### config.mk
export PLATFORM = sky130hd
export DESIGN_NAME = instr_fetch_queue_flat
export DESIGN_NICKNAME = d
export VERILOG_FILES = /design/src/rtl/instr_fetch_queue_if.sv /design/src/rtl/instr_fetch_queue.sv /design/src/flat_wrapper.sv
export SDC_FILE = /design/constraint.sdc
export NUM_CORES = 1
export LEC_CHECK = 0
export ABC_CLOCK_PERIOD_IN_PS = 4700
export CORE_MARGIN = 4
export CORE_UTILIZATION = 55
export CTS_CLUSTER_SIZE = 40
export DETAILED_ROUTE_END_ITERATION = 12
export GPL_TIMING_DRIVEN = 0
export PLACE_DENSITY = 0.82
export SYNTH_ARGS = -nofsm -noshare
export SYNTH_HDL_FRONTEND = slang
export SYNTH_SLANG_ARGS = --single-unit
### constraint.sdc
create_clock -name clk -period 4.7 [get_ports clk]
set_clock_uncertainty 0.2 [all_clocks]
set_input_delay 0.94 -clock clk [delete_from_list [all_inputs] [get_ports clk]]
set_output_delay 0.94 -clock clk [all_outputs]
set_load 0.03 [all_outputs]
### src/rtl/instr_fetch_queue_if.sv
// rtl/instr_fetch_queue_if.sv - fetch queue bus: instruction memory port plus decode-side issue port
interface instr_fetch_queue_if #(
    parameter int PC_W = 16
);
    logic            imem_rd_en;
    logic [PC_W-1:0] imem_addr;
    logic [15:0]     imem_data;
    logic            stall;
    logic            flush;
    logic [PC_W-1:0] flush_target;
    logic [15:0]     instr;
    logic [PC_W-1:0] instr_pc;
    logic            instr_valid;
    logic            halted;

    modport master (
        output imem_rd_en, imem_addr, instr, instr_pc, instr_valid, halted,
        input  imem_data, stall, flush, flush_target
    );

    modport slave (
        input  imem_rd_en, imem_addr, instr, instr_pc, instr_valid, halted,
        output imem_data, stall, flush, flush_target
    );
endinterface

### src/rtl/instr_fetch_queue.sv
// rtl/instr_fetch_queue.sv - sequential instruction fetch with DEPTH-entry queue, redirect and HLT stop
// Optional same-cycle bypass of the memory response when the queue is empty: define FETCH_BYPASS_EN.
module instr_fetch_queue #(
    parameter int DEPTH = 4,
    parameter int PC_W  = 16
) (
    input  logic                  clk,
    input  logic                  rst,
    instr_fetch_queue_if.master   bus
);
    localparam int AW    = $clog2(DEPTH);
    localparam int OCC_W = AW + 2;
    localparam logic [15:0] NOP = 16'h4000;

    logic [PC_W-1:0] fetch_pc_q, fetch_pc_d;
    logic [PC_W-1:0] req_pc_q, req_pc_d;
    logic            inflight_q, inflight_d;
    logic            fetch_stop_q, fetch_stop_d;
    logic            halted_q, halted_d;
    logic [AW:0]     count_q, count_d;
    logic [AW-1:0]   head_q, head_d;
    logic [AW-1:0]   tail_q, tail_d;

    logic [15:0]     fifo_instr_q [DEPTH];
    logic [PC_W-1:0] fifo_pc_q    [DEPTH];

    logic            arrive;
    logic            bypass;
    logic            req;
    logic            push;
    logic            pop;
    logic            pop_fifo;
    logic            head_valid;
    logic [15:0]     head_instr;
    logic [PC_W-1:0] head_pc;
    logic [OCC_W-1:0] occupancy;

    always_comb begin
        arrive = inflight_q && !bus.flush;
`ifdef FETCH_BYPASS_EN
        bypass = arrive && (count_q == '0);
`else
        bypass = 1'b0;
`endif
        head_valid = (count_q != '0) || bypass;
        head_instr = bypass ? bus.imem_data : fifo_instr_q[head_q];
        head_pc    = bypass ? req_pc_q      : fifo_pc_q[head_q];
        pop        = head_valid && !bus.stall && !bus.flush;
        // A bypassed word that decode accepts never occupies a slot.
        push       = arrive && !(bypass && pop);
        pop_fifo   = pop && !bypass;
        // Slots are reserved at request time so a response always finds room.
        occupancy  = {1'b0, count_q} + {{(OCC_W-1){1'b0}}, inflight_q};
        req        = !rst && !bus.flush && !fetch_stop_q && (occupancy < OCC_W'(DEPTH));
    end

    always_comb begin
        fetch_pc_d   = fetch_pc_q;
        req_pc_d     = req_pc_q;
        inflight_d   = 1'b0;
        fetch_stop_d = fetch_stop_q;
        halted_d     = halted_q;
        count_d      = count_q;
        head_d       = head_q;
        tail_d       = tail_q;
        if (bus.flush) begin
            fetch_pc_d   = bus.flush_target;
            fetch_stop_d = 1'b0;
            halted_d     = 1'b0;
            count_d      = '0;
            head_d       = '0;
            tail_d       = '0;
        end else begin
            count_d = count_q + (AW+1)'(push) - (AW+1)'(pop_fifo);
            tail_d  = tail_q + AW'(push);
            head_d  = head_q + AW'(pop_fifo);
            if (req) begin
                fetch_pc_d = fetch_pc_q + PC_W'(2);
                req_pc_d   = fetch_pc_q;
                inflight_d = 1'b1;
            end
            if (arrive && (bus.imem_data[15:12] == 4'hF)) begin
                fetch_stop_d = 1'b1;
            end
            if (pop && (head_instr[15:12] == 4'hF)) begin
                halted_d = 1'b1;
            end
        end
    end

    always_ff @(posedge clk or posedge rst) begin
        if (rst) begin
            fetch_pc_q   <= '0;
            req_pc_q     <= '0;
            inflight_q   <= 1'b0;
            fetch_stop_q <= 1'b0;
            halted_q     <= 1'b0;
            count_q      <= '0;
            head_q       <= '0;
            tail_q       <= '0;
        end else begin
            fetch_pc_q   <= fetch_pc_d;
            req_pc_q     <= req_pc_d;
            inflight_q   <= inflight_d;
            fetch_stop_q <= fetch_stop_d;
            halted_q     <= halted_d;
            count_q      <= count_d;
            head_q       <= head_d;
            tail_q       <= tail_d;
        end
    end

    // Storage needs no reset: an entry is only read while count covers it.
    always_ff @(posedge clk) begin
        if (push && !bus.flush) begin
            fifo_instr_q[tail_q] <= bus.imem_data;
            fifo_pc_q[tail_q]    <= req_pc_q;
        end
    end

    assign bus.imem_rd_en  = req;
    assign bus.imem_addr   = fetch_pc_q;
    assign bus.instr_valid = head_valid;
    assign bus.instr       = head_valid ? head_instr : NOP;
    assign bus.instr_pc    = head_valid ? head_pc : '0;
    assign bus.halted      = halted_q;
endmodule

### src/flat_wrapper.sv
// flat-port wrapper written by rule: the top's interface ports become plain ports
module instr_fetch_queue_flat 
#(
    parameter int DEPTH = 4,
    parameter int PC_W  = 16
)
  (clk, rst, bus_imem_rd_en, bus_imem_addr, bus_instr, bus_instr_pc, bus_instr_valid, bus_halted, bus_imem_data, bus_stall, bus_flush, bus_flush_target);
  instr_fetch_queue_if #(.PC_W(PC_W)) bus_i ();
  input  logic clk;
  input  logic rst;
  output wire logic [$bits(bus_i.imem_rd_en)-1:0] bus_imem_rd_en;
  output wire logic [$bits(bus_i.imem_addr)-1:0] bus_imem_addr;
  output wire logic [$bits(bus_i.instr)-1:0] bus_instr;
  output wire logic [$bits(bus_i.instr_pc)-1:0] bus_instr_pc;
  output wire logic [$bits(bus_i.instr_valid)-1:0] bus_instr_valid;
  output wire logic [$bits(bus_i.halted)-1:0] bus_halted;
  input wire logic [$bits(bus_i.imem_data)-1:0] bus_imem_data;
  input wire logic [$bits(bus_i.stall)-1:0] bus_stall;
  input wire logic [$bits(bus_i.flush)-1:0] bus_flush;
  input wire logic [$bits(bus_i.flush_target)-1:0] bus_flush_target;
  assign bus_imem_rd_en = bus_i.imem_rd_en;
  assign bus_imem_addr = bus_i.imem_addr;
  assign bus_instr = bus_i.instr;
  assign bus_instr_pc = bus_i.instr_pc;
  assign bus_instr_valid = bus_i.instr_valid;
  assign bus_halted = bus_i.halted;
  assign bus_i.imem_data = bus_imem_data;
  assign bus_i.stall = bus_stall;
  assign bus_i.flush = bus_flush;
  assign bus_i.flush_target = bus_flush_target;
  instr_fetch_queue #(.DEPTH(DEPTH), .PC_W(PC_W)) u_core (.clk(clk), .rst(rst), .bus(bus_i));
endmodule
---- Yosys cells after proc, flatten, opt, wreduce, memory -nomap -nowiden ----
Memories as Yosys holds them, arrays and structs flattened.
Cells that the tools add are included.
storage, ports and cells
  register bits after elaboration ......... 42
  memory bits (writable) .................. 128
  bits of input ports ..................... 36
  output and inout port bits .............. 51
  logic and storage cells ................. 53
  memories kept ........................... 2
cells by class
  add/subtract/negate cells ............... 6
  magnitude comparators ................... 1
  eq/ne operators ......................... 2
  mux-type cells .......................... 15
  bitwise logic cells ..................... 1
  reduce and logical (&&, ||, !) cells .... 18
memories
  name                 words  width  read ports  clocked after Yosys merged registers in  wr ports  RTL line                 source
  u_core.fifo_instr_q  4      16     1           0                                        1         instr_fetch_queue.sv:24  logic [15:0] fifo_instr_q [DEPTH];
  u_core.fifo_pc_q     4      16     1           0                                        1         instr_fetch_queue.sv:25  logic [PC_W-1:0] fifo_pc_q [DEPTH];
operators by type and width
  cell                     count
  $mux W16                 4
  $add A16 B2 Y16 const B  1
  $logic_and A1 B1 Y1      9
  $eq A4 B4 Y1 const B     2
  $mux W1                  8
  $reduce_bool A2 Y1       3
  $add A2 B1 Y2            2
  $add A3 B1 Y4            1
  $logic_not A1 Y1         4
  $lt A4 B3 Y1 const B     1
  $mux W2                  2
  $add A3 B1 Y3            1
  $mux W3                  1
  $reduce_bool A3 Y1       1
  $sub A3 B1 Y3            1
  $reduce_and A2 Y1        1
  $not A1 Y1               1

---- Longest topological paths before layout ----
  depth in word-level cells ............... 6
  depth in mapped cells ................... 9
  depth with buffers taken out ............ 8

---- Least setup slack after synthesis ----
Ideal clock, no wire load.
  kind .................................... input to register
  start ................................... input port bus_flush
  end ..................................... memory u_core.fifo_instr_q[0][0], enable pin
  setup time .............................. 0.468 ns
  data arrival time ....................... 3.796 ns
  data required time ...................... 4.032 ns
  setup slack ............................. 0.237 ns
  stages .................................. 3
  path buffers ............................ 1
  cell sequence ........................... clkbuf_1 > nor2b_1 > nor3b_1
between the ends
  cells in the longest elaborated chain, start to end .. 5
ends and longest elaborated chain
  what                               RTL line                                           source
  start: declaration                 flat_wrapper.sv:19                                 input wire logic [$bits(bus_i.flush)-1:0] bus_flush;
  $logic_not A1 Y1 (*)               instr_fetch_queue.sv:39, instr_fetch_queue.sv:115
  $logic_and A1 B1 Y1                instr_fetch_queue.sv:39                            arrive = inflight_q && !bus.flush;
  $logic_and A1 B1 Y1 (*)            instr_fetch_queue.sv:115                           if (push && !bus.flush) begin
  $mux W1 (*)                        instr_fetch_queue.sv:115
  $mux W1 (not written as such) (*)  instr_fetch_queue.sv:116                           fifo_instr_q[tail_q] <= bus.imem_data;
  end: declaration                   instr_fetch_queue.sv:24
Mark *: on every way between the ends. The rest lies on a longest branch, timed or not.

---- Worst setup path after layout ----
  start ................................... register u_core.count_q[1]
  end ..................................... output port bus_instr[14]
between the ends
  cells in the longest elaborated chain, start to end .. 2
ends and longest elaborated chain
  what                      RTL line                  source
  start: declaration        instr_fetch_queue.sv:20   logic [AW:0] count_q, count_d;
  start signal: assignment  instr_fetch_queue.sv:107  count_q <= count_d;
  $reduce_bool A3 Y1        instr_fetch_queue.sv:45   head_valid = (count_q != '0) || bypass;
  $mux W16                  instr_fetch_queue.sv:124  assign bus.instr = head_valid ? head_instr : NOP;
  end: declaration          flat_wrapper.sv:13        output wire logic [$bits(bus_i.instr)-1:0] bus_instr;
Every way passes these cells.

==> parameters.txt <==
Parameter                              Value

Finish
  Layout cell share with drive strength beyond 1    0.191
  Total number of nets in the final design    roughly 550
  Antenna Diode Count    0
  Fill cells    779
  Post-Layout Cell Count    685
  Post-route cell area    0.00858 mm^2
  Signed area change from the synthesized netlist to the final layout    24.5%

Yosys
  Summed instance area of the synthesized netlist    0.00690 mm^2
  Cells taking the most area after synthesis    edfxtp_1 (56%), dfrtp_1 (15%), mux4_2 (10%)
  Synth Register Bits    170
  Area fraction in and, or, nand and nor cells after synthesis    0.0896
  Post-synthesis share of cell area spent on xor and xnor gates    0.00508
  Adder-Cell Fraction of Synth Area    0.0120
  Proportion of synthesized area in mux cells    0.134
  Number of synthesized flops with an enable pin    128
  Mean Syn Cell Area    17.4 um^2
  Most repeated cell in the gate-level netlist after synthesis    edfxtp_1
  Synth Flop Type    edfxtp_1
  Largest family of logic cells by synthesized area    multiplexers
  Library cell occupying the most area in the post-synthesis netlist    edfxtp_1
  Ys async rst share    0.247
  Fraction of the mapped netlist area in compound gates    0.0312
  Number of distinct library cells after synthesis    43
  Post-synthesis instance total    roughly 400
  Number of synthesis warnings    0
  Nets in the synthesized netlist    around 440
  Most instantiated cells after synthesis    edfxtp_1 (128), dfrtp_1 (42), nor2b_1 (35), mux4_2 (32), nor2_1 (18)
  Sequential cell area fraction in the yosys report    0.710
  Share of the synthesized area in the top cell type    0.557

Hold path
  Cells on Worst Hold Path    1
  Worst Hold Endpoint    u_core.bus.halted
  Min-Delay Path Class    register to register
  Min-Delay Startpoint    u_core.bus.halted

Timing
  Fraction of the cycle the final worst path needs    0.917
  Final worst setup slack    0.389 ns
  Final min period    4.31 ns
  Accumulated negative setup slack    0 ns
  Worst slew margin    0.165
  Worst slew pin tran    1.24 ns
  Number of max-slew violations in the final report    0
  Final hold vios    0
  Fmax    232 MHz
  Final setup viols    0
  Setup repair after global routing missed its margin    no

Floorplan
  X dimension of the die    120 um
  Die Outline Area    roughly 0.014 mm^2
  Placement row count    40
  Overall die height    roughly 120 um
  Number of ports placed on the die boundary    87
  Std-Cell Core Area    between 0.01 and 0.015 mm^2
  Starting utilization of the core area    0.567

Power
  Peak supply drop    0.000212 V
  Power per standard cell area    slightly below 500 mW/mm^2
  Standby leakage power    2.90 nW
  Portion of total power attributed to the clock network    0.311
  Total net switching power    1.22 mW
  Comb power frac    0.229
  Switch share    0.290
  Reg power frac    0.460
  Total chip power    around 4.2 mW
  Internal Pwr Total    2.99 mW

Clock tree
  Count of H-tree levels built during CTS    4
  CTS max path bufs    2
  Post-CTS resize count    0
  TritonCTS buffer count    17
  Number of setup buffers added after CTS    0
  Clock transition time at the flip-flop clock pins of the worst setup and hold paths    0.06 ns
  Clock tree from TritonCTS    built
  Clock sink count    170
  Cts hold-fix bufs    0
  Clock insertion delay at the later pin of the skew report    ~0.42 ns
  Library cell used as clock root buffer    clkbuf_16

Worst setup path
  R2R cell count    7
  Delay of the slowest cell on the worst path    1.00 ns
  Capturing element type of the critical path    primary output
  Slowest CP cell    nor3_1
  Worst R2R Setup Slack    1.85 ns
  R2r startpoint    u_core.count_q[1]
  Crit path launch type    register
  Required time at the endpoint of the critical path    approximately 3.6 ns
  Worst-path maximum fanout    10
  CP Data Arrival Time    3.17 ns
  Critical Path Start    u_core.count_q[1]
  Type of the setup path with the least slack    register to primary output
  Chain of cells forming the critical path    nor3_1, clkbuf_1, or2_2, clkdlybuf4s50_1
  Reg-to-reg endpoint    u_core.count_q[1]

Detailed routing
  Post-detailed-route DRC marker count    0
  Count of nets left with antenna violations after detail routing    0
  Number of search-and-repair iterations in the first detailed-routing pass    4
  Final routed wirelength across all metal layers    14.4 mm
  Average vias per placed instance    5.83
  Routed length per instance    about 21 um
  Via count    3993
  Number of DRC markers in iteration 0    347

Placed design
  Placed instance area    0.00803 mm^2
  Minimum setup slack after placement    0.507 ns
  Placed Instances    653
  Final HPWL from detailed placement    9.11 mm
  Port Buf Inserts    85
  Placer's final routability congestion estimate    0.816

Global route
  Pin count of the biggest net entering global routing    43
  Number of global-route vias before repair    4168
  Initial antenna violation count    0
  Global routing usage summed across all routing layers    0.210
  Global-route wire length before repair    22.7 mm
  Leftover overflow at the end of global routing    0

Run status
  Run status    finished, final reports clean

Job
  Max_cap viols    0
[power groups by stage]
stage / clock (mW) / combinational, mW / sequential, mW
final: 1.31 / 0.965 / 1.94
after global routing: 1.40 / 1.03 / 1.95
after CTS: 1.33 / 0.979 / 1.93
after detailed placement: 0 / 0.972 / 1.96
after global placement: 0 / 0.944 / 1.94
after floorplan: 0 / 0.574 / 1.94
[cells by family after synthesis]
kind of cell,after synthesis
xor+xnor,4
mux,50
simple gates,107
flops,170
buf+inv,28
fa+ha+maj,6
compound gates,31
[worst max path at each step]
| stage | endpoint | cells past startpoint |
|---|---|---|
| finish | bus_instr[14] | 4 |
| global route | bus_instr[14] | 4 |
| CTS | bus_instr[14] | 4 |
| detailed placement | bus_imem_rd_en | 7 |
| global placement | u_core.fifo_pc_q[0][5] | 3 |
| floorplan | u_core.fifo_instr_q[0][0] | 3 |
[routing by layer]
layer,GRT usage,share of wire,vias up
met2,0.351,0.52,159
met5,0,0,-
met3,0.0462,0.053,18
met4,0.0687,0.015,0
met1,0.277,0.41,2048
li1,-,-,1768
[state kept, by name, indices dropped and copies added (netlist names)]
register / flops
u_core.bus.halted: 1
u_core.fifo_pc_q: 64
u_core.head_q: 2
u_core.count_q: 3
u_core.fifo_instr_q: 64
u_core.tail_q: 2
u_core.req_pc_q: 16
u_core.fetch_stop_q: 1
u_core.bus.imem_addr: 16
u_core.inflight_q: 1
[metrics by stage]
stage	util	hold WS, ns
after floorplan	-	0.272
after global placement	0.654	0.283
after detailed placement	0.660	0.302
after CTS	0.706	0.318
after global routing	0.706	0.342
final	0.706	0.305
[worst max-delay path, delay by kind of cell (launching register included)]
kind / cells / cell delay (ns)
DFF: 1 / 0.44
and+or+nand+nor: 2 / 1.19
buffers and inverters: 2 / 1.11
[cell type report]
type | count | area (um^2) | area share
sequential | 170 | 4890 | 0.570
multi-input combinational | 198 | 1890 | 0.220
timing repair buffer | 89 | 905 | 0.105
clock buffer | 21 | 460 | 0.0536
tap | 168 | 210 | 0.0245
buffer | 22 | 108 | 0.0125
clock inverter | 11 | 96.3 | 0.0112
inverter | 6 | 22.5 | 0.00262
[layout by cell type, fill, tap and decap left out, drive strengths merged, types with 2 or more instances in the layout]
cell type,n
o31a,2
edfxtp,128
and3b,2
xnor2,3
mux2,17
clkinv,6
nand4,5
nor2b,35
nor3,2
clkdlybuf4s50,85
or4,9
o21ai,6
inv,8
clkbuf,35
o31ai,6
or3,4
ha,5
buf,12
nand2,11
clkinvlp,2
dfrtp,42
nand3,9
and3,2
a31oi,10
or2,2
o211ai,4
nor2,19
mux4,32
Note: power is estimated with default switching activity, not from simulation.
